`config.mk`:
```
export PLATFORM = sky130hd
export DESIGN_NAME = lamp_fpu_sqrt_round_pack
export DESIGN_NICKNAME = d
export VERILOG_FILES = /design/src/rtl/lampFPU_pkg.sv /design/src/rtl/lamp_fpu_res_fifo2.sv /design/src/rtl/lamp_fpu_sqrt_round_pack.sv
export SDC_FILE = /design/constraint.sdc
export NUM_CORES = 1
export LEC_CHECK = 0
export CAP_MARGIN = 20
export CORE_ASPECT_RATIO = 0.7
export CORE_MARGIN = 3
export CORE_UTILIZATION = 45
export CTS_BUF_LIST = sky130_fd_sc_hd__clkbuf_4 sky130_fd_sc_hd__clkbuf_8
export DETAILED_ROUTE_END_ITERATION = 8
export GPL_TIMING_DRIVEN = 0
export HOLD_SLACK_MARGIN = 0.02
export PLACE_DENSITY_LB_ADDON = 0.1
export SLEW_MARGIN = 20
export SYNTH_ARGS = -nofsm -noshare
export SYNTH_HDL_FRONTEND = slang
export SYNTH_SLANG_ARGS = --single-unit
```
`constraint.sdc`:
```
create_clock -name clk -period 11.4 [get_ports clk]
set_input_delay 3.42 -clock clk [delete_from_list [all_inputs] [get_ports clk]]
set_output_delay 3.42 -clock clk [all_outputs]
set_load 0.02 [all_outputs]
```
`src/rtl/lampFPU_pkg.sv`:
```
// rtl/lampFPU_pkg.sv - lampFPU shared widths, flag type, special-value constants and RNE helper
package lampFPU_pkg;

    localparam int LAMP_FLOAT_E_DW = 8;
    localparam int LAMP_FLOAT_F_DW = 7;

    typedef struct packed {
        logic nv;
        logic dz;
        logic of;
        logic uf;
        logic nx;
    } lampFPU_fflags_t;

    localparam logic [LAMP_FLOAT_E_DW+LAMP_FLOAT_F_DW-1:0] INF_E_F  =
        {{LAMP_FLOAT_E_DW{1'b1}}, {LAMP_FLOAT_F_DW{1'b0}}};
    localparam logic [LAMP_FLOAT_E_DW+LAMP_FLOAT_F_DW-1:0] ZERO_E_F = '0;

    // f_res is {0,1,frac,G,R,S}; returns {carry, frac, nx}
    function automatic logic [LAMP_FLOAT_F_DW+1:0] FUNC_rndToNearestEven(
        input logic [LAMP_FLOAT_F_DW+4:0] f_res
    );
        logic                       lsb;
        logic                       g;
        logic                       r;
        logic                       s;
        logic                       inc;
        logic [LAMP_FLOAT_F_DW+1:0] sum;
        lsb = f_res[3];
        g   = f_res[2];
        r   = f_res[1];
        s   = f_res[0];
        inc = g & (r | s | lsb);
        sum = f_res[LAMP_FLOAT_F_DW+4:3] + {{(LAMP_FLOAT_F_DW+1){1'b0}}, inc};
        // a carry out of the hidden bit leaves 10.000..., so the hidden bit drops to 0
        return {sum[LAMP_FLOAT_F_DW+1] & ~sum[LAMP_FLOAT_F_DW],
                sum[LAMP_FLOAT_F_DW-1:0], g | r | s};
    endfunction

endpackage

```
`src/rtl/lamp_fpu_res_fifo2.sv`:
```
// rtl/lamp_fpu_res_fifo2.sv - 2-entry result FIFO with busy and sticky drop flag
module lamp_fpu_res_fifo2 #(
    parameter int DW = 16
) (
    input  logic          clk,
    input  logic          rst,
    input  logic          pushValid,
    input  logic [DW-1:0] pushData,
    output logic          pushDone,
    input  logic          popReady,
    output logic          popValid,
    output logic [DW-1:0] popData,
    output logic          busy,
    output logic          lost
);

    logic [DW-1:0] mem [2];
    logic          wrPtr;
    logic          rdPtr;
    logic [1:0]    count;
    logic          lostQ;
    logic          push;
    logic          pop;

    assign popValid = (count != 2'd0);
    assign pop      = popValid & popReady;
    // when full, a same-cycle pop frees the slot that wrPtr already points at
    assign push     = pushValid & ((count != 2'd2) | pop);
    assign pushDone = push;
    assign popData  = mem[rdPtr];
    assign busy     = (count == 2'd2);
    assign lost     = lostQ;

    always_ff @(posedge clk) begin
        if (!rst) begin
            mem[0] <= '0;
            mem[1] <= '0;
            wrPtr  <= 1'b0;
            rdPtr  <= 1'b0;
            count  <= 2'd0;
            lostQ  <= 1'b0;
        end else begin
            if (push) begin
                mem[wrPtr] <= pushData;
                wrPtr      <= ~wrPtr;
            end
            if (pop) begin
                rdPtr <= ~rdPtr;
            end
            case ({push, pop})
                2'b10:   count <= count + 2'd1;
                2'b01:   count <= count - 2'd1;
                default: count <= count;
            endcase
            if (pushValid & ~push) begin
                lostQ <= 1'b1;
            end
        end
    end

endmodule

```
`src/rtl/lamp_fpu_sqrt_round_pack.sv`:
```
// rtl/lamp_fpu_sqrt_round_pack.sv - sqrt RNE rounding, saturation and packing into a 2-entry result queue
// Optional accumulated fflags: LAMP_FPU_SQRT_FFLAGS_EN
module lamp_fpu_sqrt_round_pack
    import lampFPU_pkg::*;
#(
    parameter int E_DW = LAMP_FLOAT_E_DW,
    parameter int F_DW = LAMP_FLOAT_F_DW
) (
    input  logic                 clk,
    input  logic                 rst,
    input  logic                 valid_i,
    input  logic                 s_res_i,
    input  logic [E_DW-1:0]      e_res_i,
    input  logic [F_DW+4:0]      f_res_i,
    input  logic                 isToRound_i,
    input  logic                 isInvalid_i,
    output logic                 busy_o,
    output logic                 valid_o,
    input  logic                 ready_i,
    output logic [E_DW+F_DW:0]   result_o,
    output logic                 lost_o,
    output logic [4:0]           fflags_o,
    input  logic                 fflags_clr_i
);

    logic [F_DW+1:0]      rnd;
    logic                 rndCarry;
    logic [F_DW-1:0]      rndFrac;
    logic                 rndNx;
    logic [E_DW-1:0]      eRnd;
    logic [E_DW+F_DW-1:0] resEF;
    lampFPU_fflags_t      newFlags;
    logic                 pushed;

    assign rnd = FUNC_rndToNearestEven(f_res_i);
    assign {rndCarry, rndFrac, rndNx} = rnd;
    assign eRnd = e_res_i + {{(E_DW-1){1'b0}}, rndCarry};

    always_comb begin
        resEF       = {e_res_i, f_res_i[F_DW+2:3]};
        newFlags    = '0;
        newFlags.nv = isInvalid_i;
        if (isToRound_i) begin
            if (e_res_i == '0) begin
                resEF       = ZERO_E_F;
                newFlags.uf = 1'b1;
                newFlags.nx = 1'b1;
            end else if ((&e_res_i) || (&eRnd)) begin
                resEF       = INF_E_F;
                newFlags.of = 1'b1;
                newFlags.nx = 1'b1;
            end else begin
                resEF       = {eRnd, rndFrac};
                newFlags.nx = rndNx;
            end
        end else begin
            // a valid Inf from the special path can only be rsqrt(0)
            newFlags.dz = ~isInvalid_i & (resEF == INF_E_F);
        end
    end

    lamp_fpu_res_fifo2 #(
        .DW (1 + E_DW + F_DW)
    ) u_fifo (
        .clk       (clk),
        .rst       (rst),
        .pushValid (valid_i),
        .pushData  ({s_res_i, resEF}),
        .pushDone  (pushed),
        .popReady  (ready_i),
        .popValid  (valid_o),
        .popData   (result_o),
        .busy      (busy_o),
        .lost      (lost_o)
    );

`ifdef LAMP_FPU_SQRT_FFLAGS_EN
    lampFPU_fflags_t flagsQ;

    always_ff @(posedge clk) begin
        if (!rst) begin
            flagsQ <= '0;
        end else if (fflags_clr_i) begin
            flagsQ <= pushed ? newFlags : '0;
        end else if (pushed) begin
            flagsQ <= flagsQ | newFlags;
        end
    end

    assign fflags_o = flagsQ;
`else
    logic [6:0] unusedFlags;

    assign unusedFlags = {newFlags, pushed, fflags_clr_i};
    assign fflags_o    = 5'b0;
`endif

endmodule

```
**After elaboration in Yosys (flattened, before gate mapping)**

Memories as Yosys holds them, arrays and structs flattened. A register that Yosys moved wholly into a read port is not among the register bits.
Cells that the tools add are included.
W data, S select, Z words.

- Bitwise operators: 12
- Equal/unequal tests: 4
- Multiplexer cells: 13
- Reductions and logical operators: 7
- Add/subtract/negate cells: 4

Operators by type and width:

| cell | number |
|---|---|
| $mux W15 | 3 |
| $mux W16 | 1 |
| $reduce_and A8 Y1 | 2 |
| $reduce_or A16 Y1 | 1 |
| $add A9 B1 Y9 | 1 |
| $add A8 B1 Y8 | 1 |
| $logic_not A8 Y1 | 1 |
| $mux W1 | 8 |
| $and A1 B1 Y1 | 5 |
| $eq A2 B2 Y1 const B | 2 |
| $not A1 Y1 | 4 |
| $pmux W2 S2 | 1 |
| $reduce_bool A2 Y1 | 2 |
| $or A1 B1 Y1 | 3 |
| $add A2 B1 Y2 const B | 1 |
| $eq A2 B1 Y1 const B | 1 |
| $ne A2 B2 Y1 const B | 1 |
| $sub A2 B1 Y2 const B | 1 |
| $logic_or A1 B1 Y1 | 1 |

- Memories kept: 1
- Bits in registers: 5
- Bits in writable memories: 32

Memory list:

| name | words | bits a word | rd ports | clocked after Yosys merged registers in | wr ports | RTL line | source |
|---|---|---|---|---|---|---|---|
| u_fifo.mem | 2 | 16 | 1 | 1 | 2 | lamp_fpu_res_fifo2.sv:17 | `logic [DW-1:0] mem [2];` |

**Logic depth before layout (Yosys ltp)**

- Depth after elaboration: 13
- Mapped depth: 14
- Depth with buffers taken out: 13

**By module**

From an unflattened synthesis, not the netlist that was laid out.

- Cells, all modules: 230
- Area total of the unflattened synthesis: 2356.0 um2

Modules (own cells, without submodules):

| module | times used | cells each | seq. area each (um2) | area an instance (um2) |
|---|---|---|---|---|
| lamp_fpu_res_fifo2 | 1 | 120 | 1081.0 | 1685.4 |
| lamp_fpu_sqrt_round_pack | 1 | 110 | 0.0 | 670.6 |

**Worst setup path after synthesis**

OpenSTA, ideal clock, no wires.

- Path type: input to register
- Start: in f_res_i[3]
- End: mem u_fifo.mem[1][1] (data pin)
- Cell stages on the path: 14
- Path buffers: 1
- Required time: 11.145 ns
- Setup time: 0.255 ns
- Path slack: 5.392 ns
- Arrival: 5.753 ns
- Cells stage by stage: and2_1 -> ha_1 -> nand3_1 -> or2_2 -> xnor2_1 -> nand3_1 -> o21ai_0 -> ha_1 -> and4_4 -> buf_6 -> or3b_1 -> o211a_4 -> a22oi_4 -> nor2_2

RTL lines:

| item | RTL line | source |
|---|---|---|
| start, declared | lamp_fpu_sqrt_round_pack.sv:14 | `input logic [F_DW+4:0] f_res_i,` |
| end, declared | lamp_fpu_res_fifo2.sv:17 |  |

==> flow_metrics.tcl <==
set metrics [dict create \
    synth-warning-count 0 \
    crit_path_end_kind "register" \
    die_h_um 65.5 \
    syn_to_final_growth_pct 27.5 \
    fin_util_pct 63.0 \
    synth_largest_area_cell "edfxtp_1" \
    drtIter0Drc 87 \
    grt_pass1_vias 1564 \
    slew_headroom_pct 51.1 \
    ir_worst_vdd_v 0.0000980 \
    die_w_um 91 \
    path_class "in -> reg" \
    dr_wl_met2_um 1880 \
    r2r-start "u_fifo.count[0]" \
    setup_slack_ns 4.88 \
    dr.max_layer_used "met4" \
    hpwlAfterDp_um 3440 \
    layout_commonest_cell "clkdlybuf4s50_1" \
    placed_cells 329 \
    synth.top_cell.area_share_pct 42.2 \
    placementRows 20 \
    skew_ns 0.00808 \
    worst_pin_slew_ns 0.731 \
    synth_area_per_cell_um2 10.4 \
    seq_area_frac_synth_pct 47.5 \
    min_delay_path_depth 1 \
    met1Wirelength_um 2380 \
    reg2reg_setup_slack_ns 8.96 \
    synth_cells 218 \
    nNetsFinal 302 \
    hold_viol_final 0 \
    io_buffers 40 \
    antenna_found_initial 0 \
    holdPathEnd "u_fifo.lost" \
    vias 1706 \
    post_cts_buffers 0 \
    root_buffer "clkbuf_8" \
    drc_errors 0 \
    stdcell_count 337 \
    via_per_inst 5.06 \
    clkSlewWorstSetupHoldPaths_ns 0.08 \
    grt_setup_unrepaired "false" \
    cts_buffers 5 \
    detail_route.first_pass.iterations 4 \
    r2r-end "u_fifo.mem[1][12]" \
    wl_met3_um 301 \
    num_antenna_cells 0 \
    gr-usage-all-layers_pct 16.1 \
    cts_tree "built" \
    crit_path_max_fanout 7 \
    clk_latency_ns 0.30 \
    fin_crit_sh_pct 57.2 \
    gr-total-overflow 0 \
    timing.fmax_mhz 153 \
    hold_path_class "reg -> reg" \
    status "completed" \
    report.final.slew_viol_count 0 \
    clk_path_buf_depth 2 \
    critPathArrivalTime_ns 6.57 \
    p_leak_nw 1.08 \
    die_area_um2 5960 \
    grt_max_degree 17 \
    yosys_register_bits 38 \
    routabilityCongestion 0.891 \
    holdCritStartpoint "u_fifo.lost" \
    wl_um 4600 \
    boundaryPins 52 \
    syn_area_um2 2280 \
    dp_slack_ns 4.56 \
    wire_per_inst_um 13.6 \
    ant_nets 0 \
    min_period_ns 6.52 \
    start_util_pct 49.4 \
    cts_resized 0 \
    core_um2 4600 \
    setup_viol 0 \
    grt_pass1_wl_um 7560 \
    required_ns 11.45 \
    ctsHoldBuffers 0 \
    tns_ns 0 \
    pwr_density_cell_nw_per_um2 161 \
    cts_num_sinks 38 \
    drive_above_1_share_pct 21.0 \
    cts.htree.levels 2 \
    start_kind "input port" \
    hold_ws_ns 0.475 \
    maxCapViolCount 0 \
    most-common-layout-cells "40 x clkdlybuf4s50_1, 32 x edfxtp_1, 27 x nor2_1" \
    rr_worst_depth 6 \
    ys_types 45 \
    synthTopCellsByArea "edfxtp_1 42%, mux2_2 8.4%, dfxtp_1 5.3%, nor2_1 4.5%, a21oi_1 3.5%" \
]
## synth_stat cells
cell and number:
ha_1 4, o21ai_2 6, and2_1 8, o21a_1 1, a22oi_1 3, or3_1 1, nor2_1 27, nor3b_1 3
inv_1 4, a22oi_2 1, or3b_1 1, and4_4 1, or2_2 3, conb_1 1, o21ai_0 7, nor2_2 2
a22oi_4 1, clkbuf_2 1, or4_4 2, and2_4 1, o21a_4 1, and3_1 1, buf_6 2, clkinv_1 1
nand2_1 17, xnor2_1 5, a21boi_0 2, dfxtp_1 6, buf_2 2, nor2b_1 6, xor2_1 1, a221oi_2 1
nand3_1 7, clkbuf_1 4, buf_4 5, and4_1 1, o211a_4 1, nand4_1 3, mux2_2 17, o21ai_1 2
nand2b_1 3, o31ai_1 3, mux2i_1 1, edfxtp_1 32, a21oi_1 16
## flip-flops by register name, summed over array words and instances (netlist names), named ones only
register      flops
u_fifo.count      2
u_fifo.wrPtr      1
u_fifo.lost       1
u_fifo.rdPtr      1
u_fifo.mem       32
## logic make-up (layout without fill, tap and decap cells)
kind of cell / Yosys count / after routing / synth area share [%]
simple gates: 87 / 87 / 19.8
fa+ha+maj: 4 / 4 / 2.20
xor+xnor: 6 / 6 / 2.31
buf+inv: 19 / 68 / 4.78
compound gates: 45 / 45 / 14.3
mux: 18 / 18 / 8.85
other cells: 1 / 5 / 0.165
flops: 38 / 38 / 47.5
## metrics by stage
stage	power, mW	instance area [µm²]
6_report	0.469	2900
5_1_grt	0.491	2900
4_1_cts	0.473	2900
3_5_place_dp	0.356	2790
3_3_place_gp	0.355	2770
2_1_floorplan	0.288	2290
## worst max-delay path by stage
stage / to / from / slack [ns] / depth (start not counted)
after global routing: u_fifo.mem[1][10] / f_res_i[3] / 4.64 / 14
final: u_fifo.mem[0][1] / f_res_i[3] / 4.88 / 15
after floorplan: u_fifo.mem[1][1] / f_res_i[3] / 5.39 / 14
after CTS: u_fifo.mem[0][1] / f_res_i[3] / 4.88 / 15
after global placement: u_fifo.mem[0][1] / f_res_i[3] / 4.57 / 15
after detailed placement: u_fifo.mem[0][1] / f_res_i[3] / 4.56 / 15
## layer usage
layer	global-route usage, %	vias to the layer above
met3	4.35	4
met5	0	-
li1	-	874
met4	4.89	0
met2	23.6	54
met1	23.2	774
## worst max-delay path, cell delays in order
cell             delay, ns
clkdlybuf4s50_1       0.56
and2_1                0.16
ha_1                  0.17
nand3_1               0.11
or2_2                 0.35
xnor2_1               0.13
nand3_1               0.07
o21ai_0               0.14
ha_1                  0.25
and4_4                0.15
buf_6                 0.12
or3b_1                0.38
o211a_4               0.30
a22oi_4               0.21
nor2_2                0.04
## report_power, final
group | total, mW | internal (mW) | switching, mW
combinational | 0.172 | 0.0859 | 0.0863
sequential | 0.180 | 0.172 | 0.00777
clock | 0.116 | 0.0651 | 0.0512
total | 0.469 | 0.323 | 0.145
## area by class of cell
cell class                      count  area (µm²)
Tap cell                           66        82.6
Multi-Input combinational cell    165        1100
Buffer                             14        90.1
Sequential cell                    38        1080
Fill cell                         405        1700
Clock inverter                      3        45.0
Clock buffer                        5        68.8
Timing Repair Buffer               41         412
Inverter                            5        18.8
Power figures use the tool's default switching activity.
